<file path="config.mk">
export PLATFORM = sky130hd
export DESIGN_NAME = demux4_route_32
export DESIGN_NICKNAME = d
export VERILOG_FILES = /design/src/rtl/demux4_route_32.sv
export SDC_FILE = /design/constraint.sdc
export NUM_CORES = 1
export LEC_CHECK = 0
export ABC_AREA = 1
export CAP_MARGIN = 20
export CORE_AREA = 2 2 95 97
export DETAILED_ROUTE_END_ITERATION = 16
export DIE_AREA = 0 0 97 99
export GPL_ROUTABILITY_DRIVEN = 0
export PLACE_DENSITY = 0.75
export SYNTH_ARGS = -nofsm -noshare
export SYNTH_HDL_FRONTEND = slang
export SYNTH_SLANG_ARGS = --single-unit
</file>
<file path="constraint.sdc">
create_clock -name clk -period 1.7 [get_ports clk]
set_input_delay 0.255 -clock clk [delete_from_list [all_inputs] [get_ports clk]]
set_output_delay 0.255 -clock clk [all_outputs]
set_load 0.02 [all_outputs]
</file>
<file path="src/rtl/demux4_route_32.sv">
// 1-to-4 ready/valid demultiplexer with an output register plus one-entry skid buffer.
// Optional per-destination 8-bit transfer counters on out_cnt when DEMUX_COUNT_EN is defined.
module demux4_route_32 #(
  parameter int DATA_W = 32
) (
  input  logic              clk,
  input  logic              rst_n,
  input  logic              in_valid,
  output logic              in_ready,
  input  logic [DATA_W-1:0] in_data,
  input  logic [1:0]        in_sel,
  output logic [3:0]        out_valid,
  input  logic [3:0]        out_ready,
  output logic [DATA_W-1:0] out_data
`ifdef DEMUX_COUNT_EN
  ,
  output logic [31:0]       out_cnt
`endif
);

  typedef enum logic [1:0] {
    EMPTY = 2'd0,
    FULL  = 2'd1,
    SKID  = 2'd2
  } state_t;

  state_t            state_q;
  logic              in_ready_q;
  logic [3:0]        out_valid_q;
  logic [DATA_W-1:0] or_data_q;
  logic [DATA_W-1:0] sb_data_q;
  logic [1:0]        sb_sel_q;

  logic in_xfer;
  logic out_xfer;

  function automatic logic [3:0] onehot(input logic [1:0] s);
    return 4'b0001 << s;
  endfunction

  // out_valid is held one-hot, so masking with out_ready ignores non-selected destinations
  assign in_xfer  = in_valid & in_ready_q;
  assign out_xfer = |(out_valid_q & out_ready);

  always_ff @(posedge clk or negedge rst_n) begin
    if (!rst_n) begin
      state_q     <= EMPTY;
      in_ready_q  <= 1'b1;
      out_valid_q <= 4'b0000;
      or_data_q   <= '0;
      sb_data_q   <= '0;
      sb_sel_q    <= 2'd0;
    end else begin
      case (state_q)
        EMPTY: begin
          if (in_xfer) begin
            or_data_q   <= in_data;
            out_valid_q <= onehot(in_sel);
            state_q     <= FULL;
          end
        end
        FULL: begin
          if (in_xfer && out_xfer) begin
            or_data_q   <= in_data;
            out_valid_q <= onehot(in_sel);
          end else if (out_xfer) begin
            out_valid_q <= 4'b0000;
            state_q     <= EMPTY;
          end else if (in_xfer) begin
            sb_data_q  <= in_data;
            sb_sel_q   <= in_sel;
            in_ready_q <= 1'b0;
            state_q    <= SKID;
          end
        end
        SKID: begin
          if (out_xfer) begin
            or_data_q   <= sb_data_q;
            out_valid_q <= onehot(sb_sel_q);
            in_ready_q  <= 1'b1;
            state_q     <= FULL;
          end
        end
        default: begin
          state_q     <= EMPTY;
          in_ready_q  <= 1'b1;
          out_valid_q <= 4'b0000;
        end
      endcase
    end
  end

  assign in_ready  = in_ready_q;
  assign out_valid = out_valid_q;
  assign out_data  = or_data_q;

`ifdef DEMUX_COUNT_EN
  logic [31:0] cnt_q;
  logic [31:0] cnt_d;

  always_comb begin
    cnt_d = cnt_q;
    for (int k = 0; k < 4; k++) begin
      if (out_valid_q[k] && out_ready[k]) begin
        cnt_d[8*k +: 8] = cnt_q[8*k +: 8] + 8'd1;
      end
    end
  end

  always_ff @(posedge clk or negedge rst_n) begin
    if (!rst_n) begin
      cnt_q <= '0;
    end else begin
      cnt_q <= cnt_d;
    end
  end

  assign out_cnt = cnt_q;
`endif

endmodule

</file>
### Word-level counts from Yosys, hierarchy flattened

Index checks and enable logic that the tools add are counted.

| cells by class | value |
|---|---|
| reductions and logical operators | 9 |
| shift operators | 2 |
| multiplexer cells | 20 |
| bitwise logic cells | 5 |
| equal/unequal tests | 10 |

Operators by type and width:

| cell | count |
|---|---|
| 32-bit 2-to-1 mux | 3 |
| 32-bit one-hot mux with 3 select lines | 1 |
| 4-bit 2-to-1 mux | 4 |
| 2-bit inequality test (second input constant) | 6 |
| 4-bit one-hot mux with 3 select lines | 1 |
| 4-bit AND reduction | 3 |
| 2-bit 2-to-1 mux | 5 |
| 1-bit by 2-bit left shift with 4-bit output (first input constant) | 2 |
| 3-bit inequality test (second input constant) | 2 |
| 2-bit one-hot mux with 3 select lines | 1 |
| 5-bit AND reduction | 1 |
| 4-bit bitwise AND | 1 |
| 1-bit 2-to-1 mux | 4 |
| 4-bit OR reduction | 1 |
| 1-bit inverter | 3 |
| 1-bit one-hot mux with 3 select lines | 1 |
| 3-bit AND reduction | 1 |
| 3-bit nonzero test | 1 |
| 2-bit by 1-bit == test with 1-bit output (second input constant) | 1 |
| 2-bit == test (second input constant) | 1 |
| 2-bit logical NOT | 1 |
| 1-bit bitwise AND | 1 |
| 1-bit logical AND | 1 |

| storage, ports and cells | value |
|---|---|
| output and inout port bits | 37 |
| input bits | 41 |
| register bits | 73 |

### Longest topological paths before layout

Gate-level depths: netlist of run 1.

| logic depth | value |
|---|---|
| depth after elaboration | 5 |
| depth in mapped cells | 9 |
| depth with buffers taken out | 8 |

### Least setup slack after synthesis of run 1

No wires, ideal clock.

| timing | value |
|---|---|
| path type | register to register |
| start point | register in_ready_q (netlist: in_ready) |
| end point | register or_data_q[18] (netlist: out_data[18]) |
| setup time | 0.127 ns |
| arrival | 1.366 ns |
| stages on the path, launching flop included | 9 |
| required time | 1.573 ns |
| clock period less this slack | 1.493 ns |
| path slack | 0.207 ns |
| buffers on the path | 2 |
| cell sequence | dfstp_2 > nand2_4 > inv_2 > or2_1 > nand3_2 > buf_6 > buf_6 > nand2_1 > o21ai_0 |

| on the way | value |
|---|---|
| longest elaborated chain between the ends | 4 |
| elaborated cells between the ends (all ways) | 5 |

Ends and longest elaborated chain:

| item | RTL line | RTL |
|---|---|---|
| start, declared | 28 | `logic in_ready_q;` |
| start signal, assigned | 48 | `in_ready_q <= 1'b1;` |
| start signal, assigned | 72 | `in_ready_q <= 1'b0;` |
| start signal, assigned | 80 | `in_ready_q <= 1'b1;` |
| 1-bit bitwise AND (*) | 42 | `assign in_xfer = in_valid & in_ready_q;` |
| 1-bit logical AND | 63 | `if (in_xfer && out_xfer) begin` |
| 2-bit inequality test (no line) | -- |  |
| 4-bit AND reduction (no line) (*) | -- |  |
| end signal, assigned | 57 | `or_data_q <= in_data;` |
| end signal, assigned | 64 | `or_data_q <= in_data;` |
| end signal, assigned | 78 | `or_data_q <= sb_data_q;` |
| end, declared | 30 | `logic [DATA_W-1:0] or_data_q;` |

Mark *: on every way between the ends. The rest lies on a longest branch, timed or not.
A chain may end at the register's enable or synchronous reset.

### Worst setup path in the final report of run 1

| timing | value |
|---|---|
| start point | register or_data_q[20] (netlist: out_data[20]) |
| end point | output port out_data[20] |

RTL lines:

| item | RTL line | RTL |
|---|---|---|
| end, declared | 14 | `output logic [DATA_W-1:0] out_data` |

No word-level cell between the ends.

==> results of run 1 <==
what timing repair did:
action	CTS	global route
hold endpoints to repair	18	0
setup endpoints to repair	1	0
resized for setup	1	0
hold buffers	1	0
cells in the final DEF (no fill, tap or decap), types with 2 or more instances in the layout:
master | Yosys | routed
a21oi_1 | 2 | 2
nand3_1 | 9 | 9
inv_1 | 11 | 11
mux2i_1 | 30 | 30
clkdlybuf4s50_1 | 0 | 75
bufinv_16 | 0 | 2
o21ai_1 | 20 | 20
clkinvlp_4 | 0 | 4
clkbuf_8 | 0 | 9
nand2_1 | 157 | 157
dfrtp_1 | 72 | 72
nand2_4 | 2 | 2
o21ai_0 | 9 | 9
nor2_1 | 4 | 4
inv_2 | 3 | 3
buf_4 | 4 | 8
buf_12 | 0 | 5
nand4_1 | 4 | 4
o21ai_2 | 10 | 10
kinds of logic (layout without fill, tap and decap cells):
family	Yosys count	after routing	share of synthesized area [%]
DFF	73	73	54.7
buffers and inverters	31	120	6.18
muxes	30	30	8.99
and+or+nand+nor	182	182	22.7
AOI/OAI and AO/OA	42	42	7.49
synth_stat cells, types with 3 or more instances:
cell type,n
buf_4,4
nand4_1,4
inv_2,3
o21ai_0,9
o21ai_2,10
dfrtp_1,72
buf_6,9
nor2_1,4
nand3_1,9
inv_1,11
mux2i_1,30
nand2_1,157
o21ai_1,20
power groups by stage:
stage | logic, mW | clock network, mW | registers, mW
after detailed placement | 3.54 | 0 | 3.02
after global placement | 3.45 | 0 | 3.00
after CTS | 3.54 | 1.51 | 3.00
after global routing | 3.88 | 1.59 | 3.09
final | 3.48 | 1.47 | 3.00
after floorplan | 1.81 | 0 | 3.43
stage by stage:
| step | hold slack, ns | setup WS (ns) | util (%) |
|---|---|---|---|
| final | 0.338 | 0.113 | 52.3 |
| after floorplan | -0.0406 | 0.207 | - |
| after CTS | 0.333 | 0.0807 | 52.3 |
| after global routing | 0.358 | 0.0490 | 52.3 |
| after global placement | 0.151 | 0.0248 | 49.6 |
| after detailed placement | 0.154 | -0.0147 | 49.6 |
flip-flops by register name, indices dropped and copies added (netlist names):
name / count
sb_data_q: 32
out_valid: 4
sb_sel_q: 2
state_q: 2
in_ready: 1
out_data: 32
routing by layer:
metal  global-route usage [%]  vias to the layer above
met5                        0                        -
met4                     5.09                        0
met3                     3.90                        6
met2                     23.8                       65
met1                     21.0                     1206
li1                         -                     1317
how the worst max path moves through the flow:
stage / start / to / slack [ns] / depth (start not counted)
after floorplan: in_ready / out_data[18] / 0.21 / 8
after global placement: in_valid / state_q[0] / 0.02 / 7
after detailed placement: in_valid / out_data[19] / -0.01 / 7
after CTS: out_data[20] / out_data[20] / 0.08 / 1
after global routing: out_data[20] / out_data[20] / 0.05 / 1
final: out_data[20] / out_data[20] / 0.11 / 1
cell type report:
class	count	area [um^2]
sequential	73	1830
tap	108	135
clock buffer	9	124
inverter	14	52.6
fill	800	4080
timing repair buffer	90	930
clock inverter	7	95.1
multi-input combinational	254	1310
==> results.toml, run 1 <==
[final_layout]
fin_area_um2 = 4470
nNetsFinal = 483
area_growth_pct = 33.8
fin_cells = 555
drive_above_1_share_pct = 11.2
diodes = 0

[power]
p_sw_mw = 3.01
intPower_mw = 4.94
p_seq_share_pct = 37.7
power.density_nw_per_um2 = 1780
comb_power_share_pct = 43.8
p_sw_share_pct = 37.9
power_mw = 7.95
pwr-share-clk_pct = 18.5
peakVddDrop_mv = 0.900
power_leakage_nw = 2.32

[clock_tree]
cts.clk_slew.worst_paths_ns = 0.08
cts_setup_buffers = 0
root_buffer = "clkbuf_8"
cts_tree = "built"
cts_buffer_depth = 2
clkLatencyLatePin_ns = 0.33
h-tree-depth = 3
cts_sinks = 73
cts_buffers = 9

[worst_setup_path]
slowest_stage = "clkdlybuf4s50_1"
crit_path_end_kind = "output port"
regToRegStartpoint = "in_ready"
cp_num_buf_inv = 1
crit_family = "buffers and inverters"
reg2reg_to = "out_data[19]"
reg2reg_depth = 7
cp.arrival_ns = 1.33
critPathMaxStageDelay_ns = 0.64
crit_chain = "clkdlybuf4s50_1"
r2r_slack_ns = 0.26
critPathLaunchType = "register"
worstPathRequired_ns = 1.44
crit_type = "reg -> out"
crit_fanout = 2

[logic_synthesis]
synth-edff-count = 0
syn_area_um2 = 3340
async_flop_share_pct = 100
synthCells = 358
synth_ff_type = "dfrtp_1"
synth.distinct_cells = 26
mappedNetlistNets = 399
synth_top_area_share_pct = 53.9
syn_area_per_cell_um2 = 9.34
ys_seq_area_share_pct = 54.7
yosysWarnings = 0
synth.area.top_cells = "dfrtp_1, nand2_1, mux2i_1"
yosys_register_bits = 73
yosysTopAreaCell = "dfrtp_1"

[routing]
routed.top_layer = "met4"
m1WireLength_um = 3390
met3_length_um = 333
drtIter0Drc = 80
met2_length_um = 3050
vias = 2594
wirelength_um = 6830
ant_nets = 0
avgViaCountPerCell = 4.67
drc = 0
wl_per_cell_um = 12.3
drt-pass1-iter-count = 4

[placement]
hpwl_um = 4900
placed_area_um2 = 4240
placedCellCount = 538
io_buffer_count = 77

[global_route]
grt_overflow = 0
grt_pass1_wl_um = 12000
antenna_found_initial = 0
grt_max_degree = 38
grtUsageTotal_pct = 15.3
first_global_vias = 2498

[timing]
relSlewSlack_pct = 77.5
min_period_ns = 1.59
final-setup-viol-count = 0
fmax_ghz = 0.630
rsz0062_at_grt = "no"
tightest_slew_ns = 0.338
fin_crit_sh_pct = 93.3
finalHoldViolations = 0
fin_setup_tns_ns = 0
clock_skew_ns = 0.00751
finalMaxSlewViolations = 0

[floorplanning]
die_w_um = 97
row_count = 34
die_h_um = 99
start_util_pct = 39.1
die_area_um2 = 9600
io-pin-count = 78
core_um2 = 8550

[outcome]
status = "finished clean"

[run]
maxCapViolations = 0

[min_path]
hold_class = "in -> async"
No activity file was read; power rests on OpenSTA's default activity.
==> run 2, diff against run 1 <==
--- a/config.mk
+++ b/config.mk
@@ -6,12 +6,13 @@
 export NUM_CORES = 1
 export LEC_CHECK = 0
 export ABC_AREA = 1
-export CAP_MARGIN = 20
+export CAP_MARGIN = 30
 export CORE_AREA = 2 2 95 97
 export DETAILED_ROUTE_END_ITERATION = 16
 export DIE_AREA = 0 0 97 99
 export GPL_ROUTABILITY_DRIVEN = 0
 export PLACE_DENSITY = 0.75
+export SETUP_SLACK_MARGIN = 0.4
 export SYNTH_ARGS = -nofsm -noshare
 export SYNTH_HDL_FRONTEND = slang
 export SYNTH_SLANG_ARGS = --single-unit
==> run 2 against run 1 <==
Against the previous run:
- sequential power grew 7.3%
- flip-flop and latch count is the same
- wire length grew 41%
- worst setup slack gained 0.083 ns
- sequential share of layout area shrank 7.2 points
- hold slack gained 0.046 ns
- combinational power grew 52%
- register-to-register slack lost 0.06 ns
- non-clock buffer count grew 35
- power grew 28%
- final cell count grew 6.3%
- critical path type is now reg -> reg
- largest power group unchanged
==> results.toml, run 2 (synthesis gave the netlist of run 1 again) <==
[outcome]
status = "finished clean"

[global_route]
grt_max_degree = 44
grtUsageTotal_pct = 19.4
grt_overflow = 0
first_global_vias = 3056
grt_pass1_wl_um = 14700
antenna_found_initial = 0

[timing]
clock_skew_ns = 0.0139
hold_slack_ns = 0.385
fin_crit_sh_pct = 88.5
setup_slack_ns = 0.196
final-setup-viol-count = 0
finalHoldViolations = 0
finalMaxSlewViolations = 0
tightest_slew_ns = 0.422
min_period_ns = 1.50
fmax_ghz = 0.665
rsz0062_at_grt = "yes"
relSlewSlack_pct = 71.8

[worst_setup_path]
reg2reg_depth = 8
cp.arrival_ns = 1.71
reg2reg_to = "state_q[0]"
regToRegStartpoint = "out_valid[1]"
worstPathRequired_ns = 1.91
crit_type = "reg -> reg"
crit_path_end_kind = "register"
crit_fanout = 7
r2r_slack_ns = 0.20
critPathLaunchType = "register"

[final_layout]
seqCellArea_um2 = 1840
drive_above_1_share_pct = 42.7
fin_area_um2 = 5450
multi_input_area_um2 = 1710
nNetsFinal = 518
final_cell_mix = "nand2_1, dfrtp_1, clkdlybuf4s50_1"
area_growth_pct = 63.2
final_common_cell = "nand2_1"
diodes = 0
n_fill_cell = 687

[clock_tree]
cts_tree = "built"
cts_sinks = 73
cts_buffers = 9
h-tree-depth = 3
root_buffer = "clkbuf_8"
clkLatencyLatePin_ns = 0.34
cts_buffer_depth = 2
cts.clk_slew.worst_paths_ns = 0.09

[placement]
dp_slack_ns = -0.0518
hpwl_um = 4860
placed_area_um2 = 4250
io_buffer_count = 77

[routing]
wl_per_cell_um = 16.3
drtIter0Drc = 99
drt-pass1-iter-count = 4
vias = 2940
avgViaCountPerCell = 4.98
drc = 0
wirelength_um = 9610
ant_nets = 0

[floorplanning]
die_h_um = 99
start_util_pct = 39.1
die_w_um = 97
core_um2 = 8550
io-pin-count = 78
die_area_um2 = 9600
row_count = 34

[power]
power_mw = 10.2
power_leakage_nw = 2.87
peakVddDrop_mv = 0.994
power.density_nw_per_um2 = 1870

[run]
maxCapViolations = 0

[min_path]
hold_class = "in -> async"
[run 2: worst max path at each step]
stage / from / endpoint / slack [ns] / depth (start not counted)
2_1_floorplan: in_ready / out_data[10] / 0.21 / 8
3_3_place_gp: out_ready[1] / sb_data_q[5] / 0.03 / 9
3_5_place_dp: out_ready[0] / sb_data_q[5] / -0.05 / 9
4_1_cts: in_ready / in_ready / 0.19 / 1
5_1_grt: out_valid[2] / sb_data_q[7] / 0.12 / 10
6_report: out_valid[1] / state_q[0] / 0.20 / 8
[run 2: final cells by class]
type / count / area share (%)
clock buffer: 10 / 2.34
multi-input combinational: 254 / 31.3
tap: 108 / 2.48
inverter: 14 / 1.10
clock inverter: 6 / 2.13
sequential: 73 / 33.7
timing repair buffer: 125 / 27.0
[run 2: report_power, final]
part           switching [mW]  internal (mW)  leakage (nW)
Combinational            2.72           2.59          1.85
Sequential              0.667           2.56         0.905
Clock                   0.672          0.983         0.121
Total                    4.05           6.13          2.87
[run 2: routing by layer]
metal  share of wire (%)  vias up  GRT usage, %  wire [um]
met2                  53       93          34.9       5090
met4                 1.9        0          7.58        180
met5                   0        -             0          0
li1                    -     1393             -          -
met1                  40     1439          22.5       3860
met3                 4.9       15          4.18        473
[run 2: worst max-delay path, cell delays in order (launching register included)]
cell	delay, ns
dfrtp_2	0.43
nand2_2	0.08
nand2_4	0.06
nor2_4	0.13
o21ai_1	0.13
nand3_4	0.13
buf_6	0.16
buf_6	0.15
o31ai_1	0.09
[run 2: through the flow]
step           TNS (ns)  utilization (%)  cells
2_1_floorplan         0                -    358
3_3_place_gp          0             49.7    536
3_5_place_dp     -0.712             49.7    536
4_1_cts               0             60.7    580
5_1_grt               0             63.8    590
6_report              0             63.8    590
[run 2: repair_timing]
action	in CTS	in global routing
buffers inserted	16	6
gates resized for setup	163	113
endpoints found under the setup margin	110	105
hold endpoints to repair	29	0
pin swaps	17	6
hold buffers	1	0
cloned	11	4
==> run 3, diff against run 2 <==
--- a/config.mk
+++ b/config.mk
@@ -13,6 +13,7 @@
 export GPL_ROUTABILITY_DRIVEN = 0
 export PLACE_DENSITY = 0.75
 export SETUP_SLACK_MARGIN = 0.4
+export SLEW_MARGIN = 15
 export SYNTH_ARGS = -nofsm -noshare
 export SYNTH_HDL_FRONTEND = slang
 export SYNTH_SLANG_ARGS = --single-unit
==> results of run 3 <==
Same layout as run 2: the final DEF is identical, and so are final timing and power.
==> RTL edit 1: new RTL, config.mk and constraints of run 2 <==
Re-encode `state_t` (3 states) as one-hot, 3 bits wide.
--- a/src/rtl/demux4_route_32.sv
+++ b/src/rtl/demux4_route_32.sv
@@ -18,10 +18,10 @@
 `endif
 );
 
-  typedef enum logic [1:0] {
-    EMPTY = 2'd0,
-    FULL  = 2'd1,
-    SKID  = 2'd2
+  typedef enum logic [2:0] {
+    EMPTY = 3'b001,
+    FULL  = 3'b010,
+    SKID  = 3'b100
   } state_t;
 
   state_t            state_q;
Behaviour: same outputs for any inputs over 4 cycles, from zero or initial values and one cycle with rst_n low; so few cycles prove little.
==> RTL edit 1 against run 2 <==
Sequential share of layout area grew 3.3 points; routed wire length shrank 7.2%; maximum frequency shrank 4.1%; final area shrank 7.8%; worst setup slack lost 0.064 ns; area after synthesis grew 5.7%; sequential cell count grew 1; count of clock-buffer cells in the layout grew 1; critical path type unchanged.
Power is not compared: it rests on default switching activity, and its combinational part moved more than twofold at a synthesized area within 25%.
==> RTL edit 1: results (changes against run 2) <==
[yosys]
muxShareOfSynthArea = 0  ; was 0.0899
syn_inst = 395  ; was 358
synth_compound_area_frac = 0.208  ; was 0.0749
synth.area.top_cells = dfrtp_1 (51%), nand2_1 (11%), o21ai_2 (7.4%)  ; was dfrtp_1 (54%), nand2_1 (18%), mux2i_1 (9.0%)
synth_commonest_cells = nand2_1 (105), dfrtp_1 (72), inv_1 (41)  ; was nand2_1 (157), dfrtp_1 (72), mux2i_1 (30)
synth_fp_nets = 436  ; was 399
yosysUniqueCellTypes = 25  ; was 26
synthFlopType = dfrtp_1  ; unchanged
yosysSeqAreaShare = 0.525  ; was 0.547

[setup_path]
crit_path_max_fanout = 6  ; was 7
worstSetupStartpoint = in_ready  ; was out_valid[1]
cp-endpoint = out_data[28]  ; was state_q[0]
cp.arrival_ns = 1.80  ; was 1.71 ns

[power]
p_leak_nw = 2.53
irDropWorstVdd_mv = 0.468
powerSeq_mw = 1.76
power.internal_mw = 2.74
powerClk_mw = 1.52

[route]
drt-met1-wl_um = 3800  ; was 3860 µm
first_iter_violations = 148  ; was 99
met3_length_um = 410  ; was 473 µm
dr_wl_met2_um = 4650  ; was 5090 µm
wl_per_cell_um = 14.7  ; was 16.3 µm
dr_total_vias = 3026  ; was 2940

[timing]
fin_ws_ns = 0.132  ; was 0.196 ns
clock_skew_ns = 0.00854  ; was 0.0139 ns
worst_pin_slew_ns = 0.426  ; was 0.422 ns
hold_ws_ns = 0.392  ; was 0.385 ns

[place]
dp.final_hpwl_um = 5370  ; was 4860 µm
place_ws_ns = -0.0309  ; was -0.0518 ns
placed_cells = 576  ; was 536
place_area_um2 = 4500  ; was 4250 µm²

[global_routing]
grt_usage = 0.177  ; was 0.194
use_met2 = 0.293  ; was 0.349
grt_pass1_vias = 2916  ; was 3056
use_met1 = 0.232  ; was 0.225
grt_pass1_wl_um = 13800  ; was 14700 µm
grt_max_degree = 38  ; was 44

[clock_tree]
ctsResizeCount = 90  ; was 163
cts.path.max_buffers = 2  ; unchanged
post_cts_buffers = 4  ; was 16
post_cts_hold_buffer_count = 1  ; unchanged
clkTransAtPathRegs_ns = 0.08

[run_status]
status = completed  ; unchanged

[finish]
fin_nets = 536  ; was 518
n_antenna_cell = 0  ; unchanged
drive_above_1_share = 0.340  ; was 0.427
stdcell_count = 608  ; was 590

[RTL edit 1: changes by cell type in the layout (fill, tap and decap cells not counted), moves of 10 or more]
cell	delta
nand2_1	-14
mux2i_1	-30
nand2_4	-29
buf_6	-14
nor2_1	+28
o21a_1	+32
inv_1	+29
a21oi_1	+19
buf_16	-10
[RTL edit 1: final cells by class]
cell class	instances	area (µm²)
Fill cell	752	3520
Sequential cell	74	1860
Multi-Input combinational cell	257	1540
Timing Repair Buffer	107	1090
Inverter	46	188
Clock buffer	11	141
Tap cell	108	135
Clock inverter	5	77.6
[RTL edit 1: worst max-delay path: stages (launching register included)]
cell       delay, ns
dfstp_2         0.58
nand2_4         0.08
nor2_4          0.14
nand2_2         0.10
nand2_4         0.15
nand2_8         0.12
clkbuf_16       0.18
nand2_1         0.05
o21ai_1         0.05
[RTL edit 1: cells by family (layout without fill, tap and decap cells)]
group	after synthesis	in the layout
AOI/OAI and AO/OA	101	101
and+or+nand+nor	155	156
DFF	74	74
buffers and inverters	65	169
==> RTL edit 2: new RTL, settings of run 2 <==
Made on the original files. `DATA_W`: 32 -> 16.
--- a/src/rtl/demux4_route_32.sv
+++ b/src/rtl/demux4_route_32.sv
@@ -1,7 +1,7 @@
 // 1-to-4 ready/valid demultiplexer with an output register plus one-entry skid buffer.
 // Optional per-destination 8-bit transfer counters on out_cnt when DEMUX_COUNT_EN is defined.
 module demux4_route_32 #(
-  parameter int DATA_W = 32
+  parameter int DATA_W = 16
 ) (
   input  logic              clk,
   input  logic              rst_n,
Ports: changed (resized in_data and out_data); port bits go from 78 to 46. No check against the original RTL was run, so the function may have changed too.
==> RTL edit 2 against run 2 <==
Final area is 36% lower; routed wire length fell by 34%; worst setup slack improved by 0.0026 ns; sequential cell count fell by 32; area after synthesis down 37%; sequential power decreased by 41%; total power shrank 28%; final cell count down 24%; critical path depth increased by 1; critical endpoint is now sb_data_q[14].
==> RTL edit 2: results (changes against run 2) <==
[setup_path]
crit_path_max_fanout = 5  ; was 7
rr_startpoint = out_valid[3]  ; was out_valid[1]
rr_endpoint = sb_data_q[14]  ; was state_q[0]
rr_worst_depth = 9  ; was 8

[route]
via_per_inst = 4.62  ; was 4.98
wl_per_cell_um = 14.1  ; was 16.3 µm
first_iter_violations = 160  ; was 99

[yosys]
yosysSeqAreaShare = 0.486  ; was 0.547
synth.area.top_cells = dfrtp_1 (47%), nand2_1 (17%), o21ai_0 (7.3%)  ; was dfrtp_1 (54%), nand2_1 (18%), mux2i_1 (9.0%)
yosys.area_share.xor_xnor = 0.00415  ; was 0
synth_commonest_cells = nand2_1 (96), dfrtp_1 (40), o21ai_0 (31)  ; was nand2_1 (157), dfrtp_1 (72), mux2i_1 (30)
muxShareOfSynthArea = 0  ; was 0.0899
synth_compound_area_frac = 0.153  ; was 0.0749
synth_fp_nets = 282  ; was 399

[timing]
worst_pin_slew_ns = 0.448  ; was 0.422 ns
hold_ws_ns = 0.426  ; was 0.385 ns

[global_routing]
grt_usage = 0.124  ; was 0.194
grt_pass1_vias = 2087  ; was 3056
grt_max_degree = 23  ; was 44

[finish]
fin_nets = 365  ; was 518
drive_above_1_share = 0.368  ; was 0.427

[clock_tree]
cts_buffers = 5  ; was 9
cts_max_level = 2  ; was 3

[power]
p_leak_nw = 1.69  ; was 2.87 nW

[run_status]
status = completed  ; unchanged

RTL edit 2: cell count changes after synthesis, sizes merged, moves of 2 or more:
cell,before,now
nand2,160,98
nor2,7,9
mux2i,30,0
inv,14,28
dfrtp,72,40
buf,15,10
o21ai,39,52
RTL edit 2: per-stage QoR:
step                      instance area, µm²  instances
after global routing                    3510        448
after detailed placement                2680        405
after CTS                               3260        435
final                                   3510        448
after global placement                  2680        405
after floorplan                         2140        257
RTL edit 2: critical path, cell delays in order (launching register included):
cell	delay [ns]
dfrtp_2	0.43
nand2_2	0.09
nand2_4	0.06
nor2_4	0.18
nand3_4	0.13
buf_6	0.15
buf_12	0.12
buf_16	0.14
nand2_4	0.05
o21ai_2	0.05
RTL edit 2: metal layers:
metal,vias up,routed length [µm],GRT usage
li1,994,-,-
met1,978,2610,0.156
met2,81,3250,0.213
met3,17,275,0.0199
met4,0,178,0.0542
met5,-,0,0
RTL edit 2: logic make-up after synthesis:
| logic type | count (synthesis) |
|---|---|
| xor gates and xnor gates | 1 |
| buffers and inverters | 39 |
| AOI/OAI and AO/OA | 55 |
| DFF | 41 |
| and+or+nand+nor | 121 |
RTL edit 2: power by group through the flow:
stage | Clock [mW] | Sequential, mW | Combinational (mW)
after global routing | 0.831 | 1.97 | 4.94
final | 0.769 | 1.91 | 4.60
after detailed placement | 0 | 1.81 | 2.79
after floorplan | 0 | 2.02 | 1.74
after CTS | 0.781 | 1.86 | 3.83
after global placement | 0 | 1.80 | 2.70
RTL edit 2: area by class of cell:
class                           instances  area, µm²
Fill cell                             772       5040
Multi-Input combinational cell        178       1100
Sequential cell                        41       1030
Timing Repair Buffer                   86       1020
Tap cell                              108        135
Inverter                               28        113
Clock buffer                            5       68.8
Clock inverter                          2       35.0
RTL edit 2: how the worst max path moves through the flow:
stage                     depth (start not counted)  slack, ns          from            end
final                                             9       0.20  out_valid[3]  sb_data_q[14]
after global routing                              9       0.16  out_valid[3]  sb_data_q[10]
after CTS                                         1       0.21      in_ready       in_ready
after detailed placement                          9       0.03  out_ready[0]   out_data[10]
after global placement                            9       0.05  out_ready[2]    out_data[0]
after floorplan                                   7       0.36      in_ready  sb_data_q[10]
RTL edit 2: what timing repair did:
action,4_1_cts,5_1_grt
resized for setup,77,56
hold buffers,1,0
cloned,8,1
setup endpoints to repair,59,51
endpoints found under the hold margin,17,0
setup buffers,14,12
pin swaps,29,18
